--- config.mk ---
export PLATFORM = sky130hd
export DESIGN_NAME = uart_tx_oversampled
export DESIGN_NICKNAME = d
export VERILOG_FILES = /design/src/rtl/uart_tx_oversampled.sv
export SDC_FILE = /design/constraint.sdc
export NUM_CORES = 1
export LEC_CHECK = 0
export BUFFER_PORTS_ARGS = -buffer_cell sky130_fd_sc_hd__buf_4
export CORE_MARGIN = 3
export CORE_UTILIZATION = 39
export CTS_CLUSTER_DIAMETER = 150
export CTS_CLUSTER_SIZE = 20
export DETAILED_ROUTE_END_ITERATION = 7
export SYNTH_ARGS = -nofsm -noshare
export SYNTH_HDL_FRONTEND = slang
export SYNTH_SLANG_ARGS = --single-unit
--- constraint.sdc ---
create_clock -name clk -period 2.34 [get_ports clk]
set_clock_uncertainty 0.2 [all_clocks]
set_input_delay 0.468 -clock clk [delete_from_list [all_inputs] [get_ports clk]]
set_output_delay 0.468 -clock clk [all_outputs]
set_load 0.03 [all_outputs]
--- src/rtl/uart_tx_oversampled.sv ---
// UART transmitter running on the receiver's oversampled clock: every bit is
// held for ps clock cycles, with start, LSB-first data, optional parity and stop.
module uart_tx_oversampled #(
  parameter int DATA_WIDTH = 8
) (
  input  logic                  clk,
  input  logic                  rst,
  input  logic [DATA_WIDTH-1:0] P_data,
  input  logic                  Data_valid,
  input  logic                  Par_en,
  input  logic                  Par_type,
  input  logic [5:0]            Prescale,
  output logic                  TX_out,
  output logic                  Busy
);

  localparam int IDX_W = (DATA_WIDTH > 8) ? $clog2(DATA_WIDTH) : 3;
  localparam logic [IDX_W-1:0] LAST_IDX = IDX_W'(DATA_WIDTH - 1);

  typedef enum logic [2:0] {IDLE, START, DATA, PARITY, STOP} state_t;

  state_t                state;
  logic [5:0]            ps;
  logic [5:0]            cnt;
  logic [IDX_W-1:0]      idx;
  logic [DATA_WIDTH-1:0] data;
  logic                  par_en_q;
  logic                  par_bit;
  logic                  bit_end;

  assign bit_end = (cnt == ps - 6'd1);

  always_ff @(posedge clk or posedge rst) begin
    if (rst) begin
      state    <= IDLE;
      ps       <= 6'd4;
      cnt      <= '0;
      idx      <= '0;
      data     <= '0;
      par_en_q <= 1'b0;
      par_bit  <= 1'b0;
      TX_out   <= 1'b1;
      Busy     <= 1'b0;
    end else begin
      // One shared cycle counter paces every non-idle bit.
      if (state != IDLE) cnt <= bit_end ? 6'd0 : cnt + 6'd1;

      case (state)
        IDLE: begin
          TX_out <= 1'b1;
          Busy   <= 1'b0;
          cnt    <= '0;
          if (Data_valid) begin
            data     <= P_data;
            ps       <= (Prescale < 6'd4) ? 6'd4 : Prescale;
            par_en_q <= Par_en;
            // Parity is resolved at accept so later stages only replay bits.
            par_bit  <= Par_type ? ~^P_data : ^P_data;
            TX_out   <= 1'b0;
            Busy     <= 1'b1;
            state    <= START;
          end
        end
        START: begin
          if (bit_end) begin
            idx    <= '0;
            TX_out <= data[0];
            state  <= DATA;
          end
        end
        DATA: begin
          if (bit_end) begin
            if (idx == LAST_IDX) begin
              if (par_en_q) begin
                TX_out <= par_bit;
                state  <= PARITY;
              end else begin
                TX_out <= 1'b1;
                state  <= STOP;
              end
            end else begin
              idx    <= idx + 1'b1;
              TX_out <= data[idx + 1'b1];
            end
          end
        end
        PARITY: begin
          if (bit_end) begin
            TX_out <= 1'b1;
            state  <= STOP;
          end
        end
        STOP: begin
          if (bit_end) begin
            Busy  <= 1'b0;
            state <= IDLE;
          end
        end
        default: begin
          TX_out <= 1'b1;
          Busy   <= 1'b0;
          state  <= IDLE;
        end
      endcase
    end
  end

endmodule

==> Word level (Yosys, flattened, before mapping) <==
Cells that the tools add are included.
{ "op_classes": {"addsub": 3, "magnitude_cmp": 2, "eq_ne": 13, "mux": 28, "bitwise_logic": 2, "reduce_logical": 12} }
{ "op_table": {"columns": ["op", "n"], "rows": [
  ["$mux W3", 9],
  ["$mux W6", 4],
  ["$pmux W3 S5", 1],
  ["$ne A2 B2 Y1 const B", 7],
  ["$mux W1", 10],
  ["$reduce_and A4 Y1", 2],
  ["$reduce_xnor A8 Y1", 1],
  ["$reduce_xor A8 Y1", 1],
  ["$add A6 B1 Y6 const B", 1],
  ["$eq A3 B2 Y1 const B", 2],
  ["$eq A3 B3 Y1 const B", 2],
  ["$eq A6 B6 Y1", 1],
  ["$lt A6 B3 Y1 const B", 1],
  ["$pmux W3 S2", 1],
  ["$reduce_and A6 Y1", 1],
  ["$sub A6 B1 Y6 const B", 1],
  ["$pmux W1 S5", 1],
  ["$lt A3 B4 Y1 const B", 1],
  ["$reduce_and A2 Y1", 2],
  ["$reduce_bool A2 Y1", 2],
  ["$add A3 B1 Y3 const B", 1],
  ["$bmux W1 S3", 1],
  ["$eq A3 B1 Y1 const B", 1],
  ["$logic_not A3 Y1", 1],
  ["other kinds (4)", 5]
]} }
{ "word_totals": {"reg_bits": 30, "in_bits": 19, "output_inout_bits": 2} }

==> Logic depth before layout (Yosys ltp) <==
Gate-level depths: netlist of run 1.
{ "depth": {"depth_word": 6, "depth_mapped": 8, "ltp_nobuf": 7} }

==> Worst setup path after synthesis of run 1 <==
No wires, ideal clock.
{ "synth_timing": {"path_kind": "register to register", "startpoint": "register idx[0]", "endpoint": "register TX_out", "setup_time_ns": 0.095, "t_arrival_ns": 1.899, "required_ns": 2.045, "slack_ns": 0.146, "path_stages_with_launch": 7, "path_buffers": 0, "path_cell_list": "dfrtp_1 -> ha_1 -> mux4_2 -> mux2_2 -> o221ai_1 -> o2111a_1 -> a211oi_1"} }
{ "synth_between": {"elab_chain_cells": 6} }
{ "synth_lines": {"columns": ["item", "line", "rtl"], "rows": [
  ["start, declared", "25", "logic [IDX_W-1:0] idx;"],
  ["start signal, assigned", "82", "idx <= idx + 1'b1;"],
  ["$add A3 B1 Y3", "83", "TX_out <= data[idx + 1'b1];"],
  ["$bmux W1 S3", "83", null],
  ["$mux W1 (implied by the code)", "83", null],
  ["$mux W1 (*)", "73", "if (idx == LAST_IDX) begin"],
  ["$mux W1 (*)", "72", "if (bit_end) begin"],
  ["$pmux W1 S5 (*)", "48", "case (state)"],
  ["end signal, assigned", "67", "TX_out <= data[0];"],
  ["end signal, assigned", "75", "TX_out <= par_bit;"],
  ["end signal, assigned", "83", null],
  ["end, declared", "13", "output logic TX_out,"]
]} }
Every way passes the cells marked *; elsewhere a longest branch is shown, timed or not. The select of a mux whose other input is x is not followed.
A chain may end at the register's enable or synchronous reset.

==> Worst setup path after layout of run 1 <==
{ "layout_timing": {"startpoint": "register ps[0]", "endpoint": "register idx[0]"} }
{ "layout_between": {"elab_chain_cells": 4} }
{ "layout_lines": {"columns": ["item", "line", "rtl"], "rows": [
  ["start, declared", "23", "logic [5:0] ps;"],
  ["start signal, assigned", "55", "ps <= (Prescale < 6'd4) ? 6'd4 : Prescale;"],
  ["$sub A6 B1 Y6 (*)", "31", "assign bit_end = (cnt == ps - 6'd1);"],
  ["$eq A6 B6 Y1 (*)", "31", null],
  ["$ne A2 B2 Y1 (no line)", null, null],
  ["$reduce_and A4 Y1 (no line) (*)", null, null]
]} }
Every way passes the cells marked *; elsewhere a longest branch is shown, timed or not.

==> results of run 1 <==
[Yosys cell counts, types with 2 or more instances]
| cell | number |
|---|---|
| a211oi_1 | 2 |
| a21oi_1 | 2 |
| and3_1 | 2 |
| clkbuf_1 | 2 |
| dfrtp_1 | 28 |
| dfstp_2 | 2 |
| ha_1 | 4 |
| inv_1 | 7 |
| mux2_2 | 13 |
| mux2i_1 | 2 |
| mux4_2 | 2 |
| nand2_1 | 13 |
| nand2b_1 | 3 |
| nand3_1 | 4 |
| nor2_1 | 5 |
| nor2b_1 | 2 |
| nor3_1 | 8 |
| o21ai_0 | 5 |
| xnor2_1 | 9 |
| xor2_1 | 9 |
[sequential cells by signal (all words and copies together) (netlist names)]
name      flops
par_en_q      1
ps            6
state         3
idx           3
data          8
Busy          1
TX_out        1
cnt           6
par_bit       1
[worst max-delay path, cell delays in order, from the launching register on]
cell,delay [ps]
dfrtp_1,420
inv_1,60
ha_1,200
and2_1,170
o21a_1,220
o31ai_4,380
nand4_4,180
mux2_4,320
[metrics by stage]
step	area [um^2]	power, uW	hold slack [ps]	cells
2_1_floorplan	1710	1860	250	151
3_3_place_gp	1930	2070	283	221
3_5_place_dp	1930	2120	294	221
4_1_cts	2020	2580	67.1	229
5_1_grt	2060	2820	106	232
6_report	2060	2620	53.3	232
[routing by layer]
metal / vias up / part of all wire [%] / GRT usage (%)
met2: 27 / 49 / 23.0
met5: - / 0 / 0
li1: 596 / - / -
met3: 9 / 4.2 / 4.29
met1: 591 / 44 / 19.3
met4: 0 / 2.6 / 6.26
[power by group through the flow]
stage | Sequential (uW) | Combinational (uW) | Clock (uW)
4_1_cts | 1010 | 1120 | 448
5_1_grt | 1050 | 1300 | 472
3_3_place_gp | 1010 | 1070 | 0
2_1_floorplan | 956 | 902 | 0
6_report | 1010 | 1170 | 438
3_5_place_dp | 1020 | 1100 | 0
[repair_timing]
| item | CTS | global route |
|---|---|---|
| endpoints found under the setup margin | 0 | 3 |
| resized for setup | 0 | 3 |
| setup buffers | 0 | 3 |
[cell type report]
class                   instances  area (um^2)
fillers                       377         2050
multi-input cells             110          925
flip-flops and latches         30          753
repair buffers                 27          203
clock buffers                   6         82.6
well taps                      50         62.6
inverters                       7         26.3
clock inverters                 2         12.5
[kinds of logic after synthesis]
logic type               after synthesis
XOR/XNOR                              18
multiplexers                          18
buffers and inverters                 11
AO/OA/AOI/OAI                         23
adder cells (fa/ha/maj)                4
flip-flops                            30
AND/OR/NAND/NOR                       47
[worst max-delay path by stage]
stage | from | to | slack, ps
2_1_floorplan | idx[0]$_DFFE_PP0P_ | TX_out$_DFFE_PP1P_ | 150
4_1_cts | idx[0]$_DFFE_PP0P_ | TX_out$_DFFE_PP1P_ | 30
3_3_place_gp | idx[0]$_DFFE_PP0P_ | TX_out$_DFFE_PP1P_ | 100
3_5_place_dp | idx[0]$_DFFE_PP0P_ | TX_out$_DFFE_PP1P_ | 60
5_1_grt | ps[0]$_DFFE_PP0P_ | idx[0]$_DFFE_PP0P_ | -20
6_report | ps[0]$_DFFE_PP0P_ | idx[0]$_DFFE_PP0P_ | 90
==> summary.md, run 1 <==
| Metric | Value |
|---|---|
| Final setup violation count | `0` |
| CTS tree | `done` |
| Sequential fraction of design power | `38.7%` |
| Cts bufs inserted | `5` |
| Worst r2r src | `ps[0]$_DFFE_PP0P_` |
| Main synth FF type | `dfrtp_1` |
| 1st-pass router iterations | `4` |
| Combinational power share | `44.6%` |
| Max cap viols | `0` |
| Fin Setup TNS | `0 ps` |
| First-pass GRT wire length | `5930 um` |
| Syn nets | `174` |
| Layout cells sized above 1 | `36.8%` |
| Initial core utilization | `41.5%` |
| Critical path class | `register to register` |
| Net Sw Frac | `38.1%` |
| Diodes inserted | `0` |
| Relative slew slack | `74.5%` |
| R2r endpoint | `idx[0]$_DFFE_PP0P_` |
| WP data arrival | `2220 ps` |
| Vias in the first global route | `1,245` |
| Final core utilization | `50.2%` |
| Sink Count | `30` |
| GRT Total Usage | `14.8%` |
| Largest net degree at the start of global routing | `31` |
| Leak | `0.000919 uW` |
| # IOs | `21` |
| Commonest non-fill, non-tap cell in the layout | `dfrtp_1` |
| Iter 0 DRT Violations | `53` |
| Clk network pwr share | `16.7%` |
| Adder-cell area share of the yosys netlist | `2.93%` |
| Critical Path Source Type | `register` |
| Root Buffer | `clkbuf_8` |
| Min-Delay Path Class | `primary input to asynchronous set/reset pin` |
| Yosys reg bits | `30` |
| Crit end category | `register` |
| Antenna violations before repair | `0` |
| Final Max Tran Viols | `0` |
| VDD IR max | `0.517 mV` |
| Most frequent cells in the layout | `28 x dfrtp_1, 27 x buf_4, 13 x nand2_1, 13 x mux2_2` |
| Ys Warns | `0` |
| Die area | `0.00521 mm^2` |
| Top cells by area, synth | `dfrtp_1 41%, mux2_2 8.6%, xnor2_1 4.6%, xor2_1 4.6%, dfstp_2 3.1%` |
| GR Overflow Total | `0` |
| Sw power | `998 uW` |
| Routed Wire Length | `3440 um` |
| Mux cell area share after synthesis | `13.3%` |
| Area leader, netlist | `dfrtp_1` |
| CTS Hold Buffers Added | `0` |
| Die Wd | `72.2 um` |
| Unrepaired setup endpoints after global routing | `yes` |
| Vias after detailed routing | `1,223` |
| Post-Synthesis Cells | `151` |
| Power Density | `1270 mW/mm^2` |
| Synth async-reset ratio | `100%` |
| Status | `complete, no violations` |
| Detailed placement HPWL | `2510 um` |
| Distinct cell type count after synthesis | `47` |
| Synthesized area per cell | `11.3 um^2` |
| R2R setup slack | `90 ps` |
| Wire length per cell | `14.8 um` |
| R2r worst-path depth | `7` |
| Post-synthesis compound-gate area fraction | `11.3%` |
| Pre-CTS setup slack | `57.2 ps` |
| Layout area overhead | `20.8%` |
| Largest family of logic cells by synthesized area | `simple AND/OR/NAND/NOR gates` |
| Post-Synth Simple-Gate Area | `16.3%` |
| Xor/xnor share of the synthesized area | `9.22%` |
| Synth top area share | `41.0%` |
| Routed Antenna Nets | `0` |
| # DRC | `0` |
| Worst skew pair latency | `280 ps` |
| Avg Vias per Cell | `5.27` |
| Nets | `204` |
| Slew at the pin with the worst max-slew slack | `382 ps` |
| Worst setup margin | `85.8 ps` |
| Register area share after synthesis | `44.1%` |
| CTS clock-pin slew for the worst setup and hold paths | `70 ps` |
| CP Max Fanout | `7` |
| Number of synthesized flops with an enable pin | `0` |
| Chip Height | `72.2 um` |
| Routability cong. | `0.888` |
| Port Buffer Count | `20` |
| Final worst-path cycle share | `96.3%` |
| H-tree level count | `2` |
| Rows | `23` |
| F_max | `444 MHz` |
| Hold Violations, Final | `0` |
| Final Critical Period | `2250 ps` |
| CTS max path bufs | `2` |
| Mapped Area | `0.00171 mm^2` |
| Core Footprint | `0.00412 mm^2` |
| Internal power | `1620 uW` |
| CP required | `2310 ps` |
Note: power is estimated with default switching activity, not from simulation.
==> inputs of run 2 (changes only) <==
- CELL_PAD_IN_SITES_DETAIL_PLACEMENT: unset -> 0
- CELL_PAD_IN_SITES_GLOBAL_PLACEMENT: unset -> 1
- CORE_UTILIZATION: 39 -> 25
- PLACE_DENSITY_LB_ADDON: unset -> 0.1
==> summary.md, run 2 (synthesized netlist as in run 1, its figures left out) <==
| Metric | Value |
|---|---|
| Combinational power share | `42.9%` |
| R2r endpoint | `TX_out$_DFFE_PP1P_` |
| Worst setup margin | `104 ps` |
| Most frequent cells in the layout | `28 x dfrtp_1, 27 x buf_4, 13 x nand2_1, 13 x mux2_2` |
| Sequential fraction of design power | `38.4%` |
| Iter 0 DRT Violations | `53` |
| Sink Count | `30` |
| First-pass GRT wire length | `6040 um` |
| R2r worst-path depth | `7` |
| Commonest non-fill, non-tap cell in the layout | `dfrtp_1` |
| Internal power | `1660 uW` |
| Routed Wire Length | `3550 um` |
| Cts bufs inserted | `5` |
| Status | `complete, no violations` |
| Fillers | `655` |
| Antenna violations before repair | `0` |
| Crit end category | `register` |
| CP required | `2330 ps` |
| Final non-filler cell area | `0.00211 mm^2` |
| Root Buffer | `clkbuf_8` |
| Vias after detailed routing | `1,234` |
| WP data arrival | `2230 ps` |
| Rows | `29` |
| Layout cells sized above 1 | `36.8%` |
| Chip Height | `88.7 um` |
| CP Max Fanout | `3` |
| Leak | `0.000927 uW` |
| Final Max Tran Viols | `0` |
| F_max | `447 MHz` |
| Max cap viols | `0` |
| Critical Path Source Type | `register` |
| Min-Delay Path Class | `primary input to asynchronous set/reset pin` |
| Clk network pwr share | `18.7%` |
| VDD IR max | `0.371 mV` |
| Sw power | `974 uW` |
| # IOs | `21` |
| Pre-CTS setup slack | `18.0 ps` |
| Initial core utilization | `26.3%` |
| Vias in the first global route | `1,232` |
| Worst setup startpoint | `idx[1]$_DFFE_PP0P_` |
| Largest net degree at the start of global routing | `31` |
| Power Density | `1240 mW/mm^2` |
| CTS max path bufs | `2` |
| Avg Vias per Cell | `4.76` |
| CTS Hold Buffers Added | `0` |
| Slew at the pin with the worst max-slew slack | `406 ps` |
| GRT Total Usage | `10.1%` |
| # DRC | `0` |
| Min Hold Slack | `76.9 ps` |
| Final setup violation count | `0` |
| Flip-flop and latch area | `753 um^2` |
| Die Wd | `88.7 um` |
| Detailed placement HPWL | `2670 um` |
| Die area | `0.00787 mm^2` |
| Nets | `204` |
| Multi-input logic area | `925 um^2` |
| Largest register FFs | `8` |
| Critical path class | `register to register` |
| Final worst-path cycle share | `95.6%` |
| Core Footprint | `0.00649 mm^2` |
| CTS clock-pin slew for the worst setup and hold paths | `60 ps` |
| Hold Violations, Final | `0` |
| Worst r2r src | `idx[1]$_DFFE_PP0P_` |
| Final Critical Period | `2240 ps` |
| GR Overflow Total | `0` |
| Wire length per cell | `13.7 um` |
| R2R setup slack | `100 ps` |
| Net Sw Frac | `37.0%` |
| Port Buffer Count | `20` |
| 1st-pass router iterations | `4` |
| H-tree level count | `2` |
| Regs by FF count | `data (8), cnt (6), ps (6)` |
| Relative slew slack | `72.9%` |
| Worst skew pair latency | `280 ps` |
| Routability cong. | `0.724` |
| CTS tree | `done` |
| Top reg by flops | `data` |
| Layout area overhead | `23.6%` |
| Routed Antenna Nets | `0` |
| Cell Area, Placed | `0.00197 mm^2` |
| Diodes inserted | `0` |
==> run 2: cell types whose count changed in the layout (fill, tap and decap cells not counted) <==
| cell | previous run | this run |
|---|---|---|
| a2111oi_0 | 0 | 1 |
| a2111oi_1 | 1 | 0 |
| a211oi_1 | 1 | 2 |
| a211oi_2 | 2 | 1 |
| clkbuf_8 | 6 | 8 |
| clkinv_2 | 1 | 0 |
| clkinvlp_4 | 1 | 0 |
| o221ai_1 | 1 | 0 |
| o221ai_2 | 0 | 1 |
==> run 2: cell type report <==
class                      instances  share of cell area [%]
sequential                        30                    35.6
multi-input combinational        110                    43.8
tap                               77                    4.56
inverter                           7                    1.24
clock buffer                       8                    5.21
timing repair buffer              27                    9.59
==> run 2: per-stage QoR <==
step | std cells | setup TNS [ps] | util, % | total power, uW
after floorplan | 151 | 0 | - | 1860
after global placement | 249 | 0 | 30.3 | 2120
after detailed placement | 249 | 0 | 30.3 | 2140
after CTS | 257 | 0 | 32.2 | 2650
after global routing | 259 | -8.26 | 32.5 | 2860
final | 259 | 0 | 32.5 | 2630
==> run 2: critical path: stages, from the launching register on <==
cell and delay [ps]:
dfrtp_1 420, ha_4 170, ha_1 340, mux4_2 310
mux2_2 280, o221ai_2 160, o2111a_1 210, a211oi_1 70
==> run 2: what timing repair did <==
| item | in CTS | in global routing |
|---|---|---|
| setup buffers | 0 | 2 |
| pin swaps | 0 | 2 |
| endpoints found under the setup margin | 1 | 2 |
| gates cloned | 0 | 0 |
| gates resized for setup | 1 | 1 |
==> run 2: worst max path at each step <==
stage                           endpoint  cells after the start
floorplan             TX_out$_DFFE_PP1P_                      6
global placement      TX_out$_DFFE_PP1P_                      6
detailed placement    TX_out$_DFFE_PP1P_                      6
CTS                   TX_out$_DFFE_PP1P_                      7
global route        state[1]$_DFFE_PP0P_                      7
finish                TX_out$_DFFE_PP1P_                      7
==> run 2: power groups by stage <==
stage	Sequential, uW	Combinational (uW)	Clock (uW)
3_5_place_dp	1020	1120	0
2_1_floorplan	956	902	0
6_report	1010	1130	492
3_3_place_gp	1020	1100	0
4_1_cts	1020	1130	512
5_1_grt	1050	1270	535
==> run 2: routing by layer <==
layer | GRT usage, % | wire [um] | vias up
met5 | 0 | 0 | -
met4 | 3.71 | 56 | 0
met3 | 3.07 | 177 | 5
met2 | 14.9 | 1590 | 27
met1 | 13.8 | 1720 | 604
li1 | - | - | 598
==> inputs of run 3 (changes only) <==
- CORE_UTILIZATION: 25 -> 40
- clock period: 2.34 -> 1.99 ns (I/O delays scaled with it)
==> summary.md, run 3 (synthesized netlist as in run 1, its figures left out) <==
| Metric | Value |
|---|---|
| 1st-pass router iterations | `4` |
| Final setup violation count | `7` |
| Crit end category | `register` |
| Buf/Inv on CP | `0` |
| Max cap viols | `0` |
| Top reg by flops | `data` |
| Worst path max stage delay | `480 ps` |
| Failing checks | `setup timing` |
| Die area | `0.00509 mm^2` |
| Min Hold Slack | `154 ps` |
| Cells along the critical path | `ha_4 -> mux4_2 -> mux2_4 -> o221ai_2 -> o2111a_1 -> a211oi_1` |
| Iter 0 DRT Violations | `179` |
| CP Max Fanout | `3` |
| Pre-CTS setup slack | `-184 ps` |
| Die Wd | `71.4 um` |
| Cts bufs inserted | `5` |
| Critical path class | `register to register` |
| Regs by FF count | `data (8), cnt (6), ps (6)` |
| CTS clock-pin slew for the worst setup and hold paths | `60 ps` |
| Leak | `0.00100 uW` |
| WP data arrival | `2170 ps` |
| Vias after detailed routing | `1,266` |
| Final Max Tran Viols | `0` |
| Hold path endpoint | `par_en_q$_DFFE_PP0P_` |
| Hold Violations, Final | `0` |
| GR Overflow Total | `0` |
| Detailed placement HPWL | `2630 um` |
| Commonest non-fill, non-tap cell in the layout | `buf_4` |
| Final std cells w/o fill | `246` |
| Fillers | `350` |
| Final Critical Period | `2170 ps` |
| Power Density | `1550 mW/mm^2` |
| Chip Height | `71.4 um` |
| First-pass GRT wire length | `6340 um` |
| Sink Count | `30` |
| Initial core utilization | `42.1%` |
| Avg Vias per Cell | `5.15` |
| Min-Delay Path Class | `primary input to register` |
| Final core utilization | `56.1%` |
| GRT Total Usage | `15.6%` |
| Nets | `218` |
| Worst r2r src | `idx[0]$_DFFE_PP0P_` |
| Critical Path Source Type | `register` |
| Largest register FFs | `8` |
| CTS tree | `done` |
| Multi-input logic area | `0.00102 mm^2` |
| Diodes inserted | `0` |
| Hold Path Depth | `2` |
| CP required | `1980 ps` |
| Hold Crit Start | `Par_en` |
| Port Buffer Count | `20` |
| VDD IR max | `0.680 mV` |
| Cell family with most CP delay | `multiplexers` |
| Flip-flop and latch area | `753 um^2` |
| # IOs | `21` |
| Core Footprint | `0.00406 mm^2` |
| R2r worst-path depth | `6` |
| CTS max path bufs | `2` |
| Slowest CP cell | `mux4_2` |
| Wire length per cell | `14.6 um` |
| Rows | `23` |
| Worst setup margin | `-184 ps` |
| F_max | `460 MHz` |
| Cell Area, Placed | `0.00203 mm^2` |
| # placed instances | `231` |
| Most frequent cells in the layout | `35 x buf_4, 28 x dfrtp_1, 12 x nand2_1, 12 x mux2_2` |
| Antenna violations before repair | `0` |
| Final worst-path cycle share | `109%` |
| Relative slew slack | `76.3%` |
| Routability cong. | `0.801` |
| H-tree level count | `2` |
| # DRC | `0` |
| Status | `finished, violations left` |
| Layout cells sized above 1 | `47.4%` |
| R2R setup slack | `-180 ps` |
| Routed Wire Length | `3600 um` |
| Vias in the first global route | `1,322` |
| Routed Antenna Nets | `0` |
| Final non-filler cell area | `0.00227 mm^2` |
| Slew at the pin with the worst max-slew slack | `347 ps` |
| Layout area overhead | `33.1%` |
| R2r endpoint | `TX_out$_DFFE_PP1P_` |
| Unrepaired setup endpoints after global routing | `yes` |
| Worst skew pair latency | `280 ps` |
| Largest net degree at the start of global routing | `21` |
| Root Buffer | `clkbuf_8` |
-- run 3: area by class of cell --
cell class | count | share of cell area [%]
inverters | 7 | 1.16
clock inverters | 1 | 0.220
clock buffers | 7 | 3.80
multi-input cells | 111 | 45.0
well taps | 50 | 2.75
flip-flops and latches | 30 | 33.1
repair buffers | 40 | 14.0
-- run 3: worst reg2reg max path, stage by stage, from the launching register on --
cell and delay [ps]:
dfrtp_1 420, ha_4 300, mux4_2 480, mux2_4 280, o221ai_2 140, o2111a_1 200, a211oi_1 70
-- run 3: routing by layer --
| metal | track usage (%) | wire length (um) | vias up | share of wire (%) |
|---|---|---|---|---|
| li1 | - | - | 627 | - |
| met1 | 21.8 | 1710 | 602 | 48 |
| met2 | 24.0 | 1680 | 31 | 47 |
| met3 | 3.09 | 159 | 6 | 4.4 |
| met4 | 6.26 | 53 | 0 | 1.5 |
| met5 | 0 | 0 | - | 0 |
-- run 3: worst max path at each step --
stage,start,end,slack (ps),cells after the start
2_1_floorplan,idx[0]$_DFFE_PP0P_,TX_out$_DFFE_PP1P_,-120,6
3_3_place_gp,idx[0]$_DFFE_PP0P_,TX_out$_DFFE_PP1P_,-190,6
3_5_place_dp,ps[1]$_DFFE_PP0P_,idx[0]$_DFFE_PP0P_,-180,5
4_1_cts,idx[0]$_DFFE_PP0P_,TX_out$_DFFE_PP1P_,-200,6
5_1_grt,idx[0]$_DFFE_PP0P_,TX_out$_DFFE_PP1P_,-270,6
6_report,idx[0]$_DFFE_PP0P_,TX_out$_DFFE_PP1P_,-180,6
-- run 3: timing repair --
action	CTS	global route
gates cloned	1	0
setup buffers	3	2
hold endpoints to repair	4	0
resized for setup	10	11
endpoints found under the setup margin	14	14
hold buffers	1	0
pin swaps	11	11
-- run 3: through the flow --
step | power (uW) | TNS [ps]
after floorplan | 2220 | -293
after global placement | 2610 | -987
after detailed placement | 2650 | -1360
after CTS | 3330 | -603
after global routing | 3790 | -1660
final | 3520 | -680
-- run 3: where the power goes --
group | internal [uW] | switching, uW
registers | 895 | 222
clock network | 279 | 225
logic | 1020 | 872
